## src/rtl/hbridge_gate_driver.sv

```systemverilog
// Full H-bridge gate driver with an all-off dead time on every exit from a drive state.
// Optional PWM chopping of the active high-side gate when HBRIDGE_PWM_EN is defined.
module hbridge_gate_driver #(
    parameter int DEAD_CYCLES = 4,
    parameter int PWM_W       = 8
) (
    input  logic             clk,
    input  logic             rst,
    input  logic [1:0]       cmd,
`ifdef HBRIDGE_PWM_EN
    input  logic [PWM_W-1:0] duty,
`endif
    output logic             hs_a,
    output logic             ls_a,
    output logic             hs_b,
    output logic             ls_b,
    output logic             busy,
    output logic             fault
);

    localparam int CNT_W = $clog2(DEAD_CYCLES + 1);
    localparam logic [CNT_W-1:0] DEAD_LOAD = CNT_W'(DEAD_CYCLES - 1);

    typedef enum logic [1:0] {S_OFF, S_CW, S_CCW, S_DEAD} state_t;

    state_t           state, state_d;
    logic [CNT_W-1:0] cnt, cnt_d;
    logic             fault_d;
    logic             hi_on;

    always_ff @(posedge clk or posedge rst) begin
        if (rst) begin
            state <= S_OFF;
            cnt   <= '0;
            fault <= 1'b0;
        end else begin
            state <= state_d;
            cnt   <= cnt_d;
            fault <= fault_d;
        end
    end

    always_comb begin
        state_d = state;
        cnt_d   = cnt;
        fault_d = fault;
        if (cmd == 2'b11)
            fault_d = 1'b1;
        else if (state == S_OFF && cmd == 2'b00)
            fault_d = 1'b0;
        case (state)
            S_OFF: begin
                // a latched fault blocks any new drive until stop is seen in OFF
                if (!fault) begin
                    if (cmd == 2'b01)      state_d = S_CW;
                    else if (cmd == 2'b10) state_d = S_CCW;
                end
            end
            S_CW: begin
                if (cmd != 2'b01) begin
                    state_d = S_DEAD;
                    cnt_d   = DEAD_LOAD;
                end
            end
            S_CCW: begin
                if (cmd != 2'b10) begin
                    state_d = S_DEAD;
                    cnt_d   = DEAD_LOAD;
                end
            end
            S_DEAD: begin
                if (cnt == '0) begin
                    if (!fault && cmd == 2'b01)      state_d = S_CW;
                    else if (!fault && cmd == 2'b10) state_d = S_CCW;
                    else                             state_d = S_OFF;
                end else begin
                    cnt_d = cnt - CNT_W'(1);
                end
            end
            default: state_d = S_OFF;
        endcase
    end

`ifdef HBRIDGE_PWM_EN
    logic [PWM_W-1:0] pwm_cnt;

    always_ff @(posedge clk or posedge rst) begin
        if (rst) pwm_cnt <= '0;
        else     pwm_cnt <= pwm_cnt + PWM_W'(1);
    end

    assign hi_on = (pwm_cnt < duty);
`else
    assign hi_on = 1'b1;
`endif

    // low side stays on through the PWM off-time (slow decay)
    assign hs_a = (state == S_CW)  & hi_on;
    assign ls_b = (state == S_CW);
    assign hs_b = (state == S_CCW) & hi_on;
    assign ls_a = (state == S_CCW);
    assign busy = (state == S_DEAD);

    a_no_shoot: assert property (@(posedge clk) disable iff (rst)
        !(hs_a && ls_a) && !(hs_b && ls_b));

endmodule

```

## config.mk

```make
export PLATFORM = sky130hd
export DESIGN_NAME = hbridge_gate_driver
export DESIGN_NICKNAME = d
export VERILOG_FILES = /design/src/rtl/hbridge_gate_driver.sv
export SDC_FILE = /design/constraint.sdc
export NUM_CORES = 1
export LEC_CHECK = 0
export CELL_PAD_IN_SITES_DETAIL_PLACEMENT = 0
export CELL_PAD_IN_SITES_GLOBAL_PLACEMENT = 2
export CORE_ASPECT_RATIO = 1.25
export CORE_MARGIN = 2
export CORE_UTILIZATION = 25
export DETAILED_ROUTE_END_ITERATION = 8
export GPL_TIMING_DRIVEN = 0
export PLACE_DENSITY_LB_ADDON = 0.1
export SLEW_MARGIN = 20
export SYNTH_ARGS = -nofsm -noshare
export SYNTH_HDL_FRONTEND = slang
export SYNTH_SLANG_ARGS = --single-unit
export TNS_END_PERCENT = 10
```

## constraint.sdc

```tcl
create_clock -name clk -period 1.65 [get_ports clk]
set_input_delay 0.4125 -clock clk [delete_from_list [all_inputs] [get_ports clk]]
set_output_delay 0.4125 -clock clk [all_outputs]
set_load 0.01 [all_outputs]
```

==> metrics.yaml, run 1 <==
layout:
  fin_cells: 87
  final_layout_size_suffix_gt1_frac: 0.3824
  area_growth_pct: 50.40
  fin_util: 0.3955
  num_antenna_cells: 0
  final_nets: 81
routing:
  dr.pass1.iters: 2
  drt_iter0_drc: 3
  drtAntennaViolNets: 0
  routed_wirelength_um: 939
  vias_per_cell: 4.667
  wl_per_cell_um: 10.79
  drc: 0
  vias: 406
synthesis:
  syn_area_um2: 464.2
  syn-num-nets: 63
  synth.distinct_cells: 20
  ys_seq_elements: 6
  avgSynthCellArea_um2: 8.927
  yosysSeqAreaShare: 0.3235
  synth_top_area_share: 0.3235
  synth.area.top_cells: "dfrtp_1 (32%), ha_1 (19%), inv_1 (6.5%)"
  synth_top_area_cell: "dfrtp_1"
  synth_warnings: 0
  syn_inst: 52
sta:
  max_freq_mhz: 591.1
  fin_crit_sh: 1.025
  whs_ns: 0.3840
  fin_tns_setup_ns: -0.08101
  finClkSkew_ns: 0.002247
  relSlewSlack: 0.8552
  drv_slew: 0
  hold_viol: 0
  period_needed_ns: 1.692
  setup_viol: 2
  rsz0062_at_grt: "true"
  worst_slack_ns: -0.04173
  worst_slew_pin_slew_ns: 0.2153
pwr:
  total_leakage_power_nw: 0.3331
  p_per_area_nw_per_um2: 1833
  peakVddDrop_uv: 832.3
  total_power_mw: 1.280
setup_path:
  end_kind: "flop"
  cpPeakStageDelay_ns: 0.43
  start_kind: "flop"
  cp_slowest_cell: "dfrtp_2"
  required_ns: 1.77
  arrival_ns: 1.81
  critical_path_class: "reg2reg"
  cp_max_fo: 4
  worstPathCellList: "buf_6 > ha_4 > a22o_4 > a221o_1 > mux2_4"
global_route:
  grt_pass1_vias: 387
  antenna_found_initial: 0
  grt_first_pass_wirelength_um: 1628
  track_usage: 0.09797
  overflow: 0
  grt_max_degree: 8
floorplanning:
  start_util: 0.2629
  die_area_um2: 2220
  die-height_um: 52.18
  coreArea_um2: 1765
  die_width_um: 42.54
  num_rows: 17
  io_pins: 10
cts:
  worstSkewPairLatency_ns: 0.23
  cts_max_path_buffers: 2
  postCtsHoldBufs: 0
  cts_sinks: 6
  numCtsBuffers: 3
  cts_root_buf: "clkbuf_4"
  htreeDepth: 1
  cts.clk_slew.worst_paths_ns: 0.04
  cts_tree: "done"
min_path:
  min_path_type: "in2async"
placement:
  place_inst: 80
  gp_congestion: 0.6811
  dp_hpwl_um: 721.9
  io_buffers: 9
job:
  max_cap_viol_count: 0
outcome:
  status: "finished, violations left"
  violations: "setup timing"
-- state kept, by name (all words and copies together), names as in the netlist --
signal,count
state,2
cnt,3
fault,1
-- power breakdown --
| part | leakage, nW | switching [mW] | total [mW] | internal [mW] |
|---|---|---|---|---|
| Sequential | 0.0660 | 0.0758 | 0.287 | 0.211 |
| Clock | 0.0138 | 0.0436 | 0.125 | 0.0816 |
| Combinational | 0.253 | 0.378 | 0.867 | 0.490 |
-- layer usage --
layer,GRT usage,wire (um),up-vias
li1,-,-,210
met5,0,0,-
met1,0.1295,460,186
met3,0.01379,37,2
met2,0.1487,433,8
met4,0.06250,8,0
-- cell usage in the layout (no fill, tap or decap), drive strengths merged --
cell type,count
clkbuf,4
nor2b,3
o21ai,3
inv,8
o2bb2ai,1
mux2,2
a21oi,2
a22o,1
nand2,5
clkdlybuf4s50,1
o221ai,1
o22ai,1
nor2,4
nand2b,1
o31ai,1
o21bai,1
buf,8
a2bb2oi,2
dlygate4sd2,4
dfrtp,6
a221o,1
dlymetal6s2s,1
ha,7
-- synthesized netlist by cell type, drive strengths merged --
library cell / number
a2bb2oi: 2
o2bb2ai: 1
a21oi: 2
o31ai: 1
mux2: 2
a22o: 1
o21bai: 1
inv: 8
o221ai: 1
nor2b: 3
o22ai: 1
dfrtp: 6
o21ai: 3
ha: 7
nand2b: 1
a221o: 1
buf: 2
nand2: 5
nor2: 4
-- cells by family after synthesis --
group	after synthesis	share of synthesized area
AND/OR/NAND/NOR	13	0.1267
flip-flops	6	0.3234
buffers and inverters	10	0.09703
AO/OA/AOI/OAI	14	0.2157
adder cells (fa/ha/maj)	7	0.1887
multiplexers	2	0.04851
-- worst paths after layout --
check / startpoint / end / slack, ns / cells after the start
max in group asynchronous: rst / state[1] / 1.07 / 2
min reg2reg: state[1] / state[1] / 0.58 / 1
min in group clk: state[1] / state[1] / 0.58 / 1
max reg2reg: state[1] / state[1] / -0.04 / 5
max: state[1] / state[1] / -0.04 / 5
min: rst / fault / 0.38 / 2
-- metrics by stage --
stage,setup slack (ns),area (um^2)
CTS,-0.09589,651.9
floorplan,0.01015,466.7
global route,-0.1048,698.2
finish,-0.04173,698.2
global placement,-0.5186,580.6
detailed placement,-0.4864,580.6
-- worst max-delay path, delay by kind of cell, from the launching register on --
kind                       cells  cell delay (ns)
AOI/OAI and AO/OA              2             0.56
DFF                            1             0.43
muxes                          1             0.31
adders and majority gates      1             0.15
buffers and inverters          1             0.13
-- area by class of cell --
| class | instances | area [um^2] |
|---|---|---|
| buffer | 2 | 15.01 |
| clock buffer | 3 | 22.52 |
| fill | 187 | 1067 |
| inverter | 8 | 32.53 |
| multi-input combinational | 36 | 340.3 |
| sequential | 6 | 152.6 |
| tap | 19 | 23.77 |
| timing repair buffer | 13 | 111.4 |
-- timing repair --
| item | CTS | global route |
|---|---|---|
| pin swaps | 1 | 2 |
| endpoints found under the hold margin | 0 | 0 |
| gates resized for setup | 21 | 10 |
| cloned | 0 | 0 |
| setup endpoints to repair | 7 | 5 |
| setup buffers | 1 | 3 |
Note: power is estimated with default switching activity, not from simulation.
==> inputs of run 2 (changes only) <==
Settings changed: REMOVE_ABC_BUFFERS set to 1.
==> metrics.yaml, run 2 (synthesis results as in run 1) <==
global_route:
  antenna_found_initial: 0  # unchanged
  grt_pass1_vias: 423  # +9.3%
  grt_max_degree: 8  # unchanged
  grt_first_pass_wirelength_um: 1759  # +8.0%
  track_usage: 0.1080  # +0.01000
  overflow: 0  # unchanged
cts:
  cts_sinks: 6  # unchanged
  cts_max_path_buffers: 2  # unchanged
  htreeDepth: 1  # unchanged
  worstSkewPairLatency_ns: 0.24  # about the same
  numCtsBuffers: 3  # unchanged
  cts.clk_slew.worst_paths_ns: 0.05  # about the same
  postCtsHoldBufs: 0  # unchanged
  cts_tree: "done"
  cts_root_buf: "clkbuf_4"
routing:
  dr.pass1.iters: 1  # -1
  drc: 0  # unchanged
  routed_wirelength_um: 1013  # +7.9%
  vias_per_cell: 4.714  # +1.0%
  vias: 396  # -2.5%
  drt_iter0_drc: 0  # -3
  wl_per_cell_um: 12.06  # +12%
  drtAntennaViolNets: 0  # unchanged
setup_path:
  worstPathCellList: "inv_2 > ha_2 > a22o_1 > a221o_1 > mux2_4"
  arrival_ns: 1.77  # -0.04 ns
  end_kind: "flop"
  required_ns: 1.77  # about the same
  cp_max_fo: 4  # unchanged
  cp_slowest_cell: "dfrtp_2"
  start_kind: "flop"
  critical_path_class: "reg2reg"
  cpPeakStageDelay_ns: 0.42  # about the same
sta:
  fin_crit_sh: 0.9989  # -0.02638
  max_freq_mhz: 606.7  # +2.6%
  hold_viol: 0  # unchanged
  setup_viol: 0  # -2
  period_needed_ns: 1.648  # -0.04353 ns
  finClkSkew_ns: 0.005802  # +0.003554 ns
  rsz0062_at_grt: "true"
  drv_slew: 0  # unchanged
  whs_ns: 0.3870  # +0.002940 ns
  relSlewSlack: 0.8493  # -0.005931
  worst_slew_pin_slew_ns: 0.2258  # +0.01049 ns
layout:
  largest_register: "cnt"
  area_growth_pct: 40.16
  reg_top3: "cnt x3, state x2, fault x1"
  final_nets: 78  # -3.7%
  num_antenna_cells: 0  # unchanged
  final_common_cell: "nand2_1"
  final_cell_mix: "nand2_1 (5), nor2_1 (4), inv_1 (4), dfrtp_1 (4), dlygate4sd2_1 (4)"
  final_area_um2: 650.6  # -6.8%
  largest_reg_flops: 3  # unchanged
  final_layout_size_suffix_gt1_frac: 0.3385  # -0.04389
floorplanning:
  die-height_um: 52.18  # unchanged
  die_width_um: 42.54  # unchanged
  die_area_um2: 2220  # unchanged
  start_util: 0.2629  # unchanged
  io_pins: 10  # unchanged
  num_rows: 17  # unchanged
  coreArea_um2: 1765  # unchanged
pwr:
  p_per_area_nw_per_um2: 1794  # -2.1%
  switching_share: 0.4079  # +0.01938
  internal_power_uw: 691.3  # -12%
  total_power_mw: 1.167  # -8.8%
  power_switching_uw: 476.2  # -4.2%
  power_frac_comb: 0.636  # -0.042
  pwr-share-seq: 0.250  # +0.026
  peakVddDrop_uv: 683.1  # -18%
  total_leakage_power_nw: 0.2972  # -11%
  clockPowerShare: 0.114  # +0.016
min_path:
  min_path_type: "in2async"
placement:
  place_area_um2: 563.0  # -3.0%
  dp_hpwl_um: 783.1  # +8.5%
  io_buffers: 9  # unchanged
  gp_congestion: 0.6904  # +1.4%
outcome:
  status: "complete, no violations"
job:
  max_cap_viol_count: 0  # unchanged
## run 2: changes by cell type in the layout (fill, tap and decap cells not counted), sizes merged
| cell | previous run | this run |
|---|---|---|
| buf | 8 | 3 |
| clkdlybuf4s15 | 0 | 2 |
| clkbuf | 4 | 5 |
| dlymetal6s2s | 1 | 0 |
## run 2: final cells by class
class | instances | area, um^2
Clock buffer | 3 | 22.52
Fill cell | 196 | 1115
Inverter | 8 | 32.53
Multi-Input combinational cell | 36 | 321.6
Sequential cell | 6 | 152.6
Tap cell | 19 | 23.77
Timing Repair Buffer | 12 | 97.59
## run 2: routing by layer
| metal | vias up | track usage | part of all wire |
|---|---|---|---|
| met2 | 9 | 0.1923 | 0.50 |
| li1 | 205 | - | - |
| met4 | 0 | 0.07813 | 0.017 |
| met3 | 2 | 0.01034 | 0.026 |
| met5 | - | 0 | 0 |
| met1 | 180 | 0.1184 | 0.46 |
## run 2: stage by stage
stage | worst slack, ns | util | setup TNS, ns | std cells
2_1_floorplan | -0.06413 | - | -0.1283 | 50
3_3_place_gp | -0.5156 | 0.3189 | -1.890 | 78
3_5_place_dp | -0.5015 | 0.3189 | -1.816 | 78
4_1_cts | -0.03509 | 0.3487 | -0.1147 | 82
5_1_grt | -0.06208 | 0.3685 | -0.1230 | 84
6_report | 0.001796 | 0.3685 | 0 | 84
## run 2: final timing paths
check,slack (ns),from,cells after the start,end
max,0.002,state[0],5,state[1]
min,0.39,rst,2,cnt[2]
max reg2reg,0.002,state[0],5,state[1]
min reg2reg,0.59,cnt[1],1,cnt[1]
max in group asynchronous,1.05,rst,2,state[1]
min in group clk,0.59,cnt[1],1,cnt[1]
## run 2: worst max-delay path: cells and delay by family (launching register included)
kind	cells	cell delay, ns
flops	1	0.42
mux	1	0.31
buf+inv	1	0.07
compound gates	2	0.54
fa+ha+maj	1	0.19
## run 2: timing repair
action                     4_1_cts  5_1_grt
setup endpoints to repair        8        6
pin swaps                        2        2
buffers inserted                 1        2
gates resized for setup         18       14
## run 2: power by group through the flow
stage / clock network [mW] / registers (mW) / logic (mW)
final: 0.134 / 0.292 / 0.742
after global routing: 0.148 / 0.303 / 0.834
after CTS: 0.141 / 0.288 / 0.654
after detailed placement: 0 / 0.271 / 0.673
after global placement: 0 / 0.277 / 0.684
after floorplan: 0 / 0.252 / 0.446
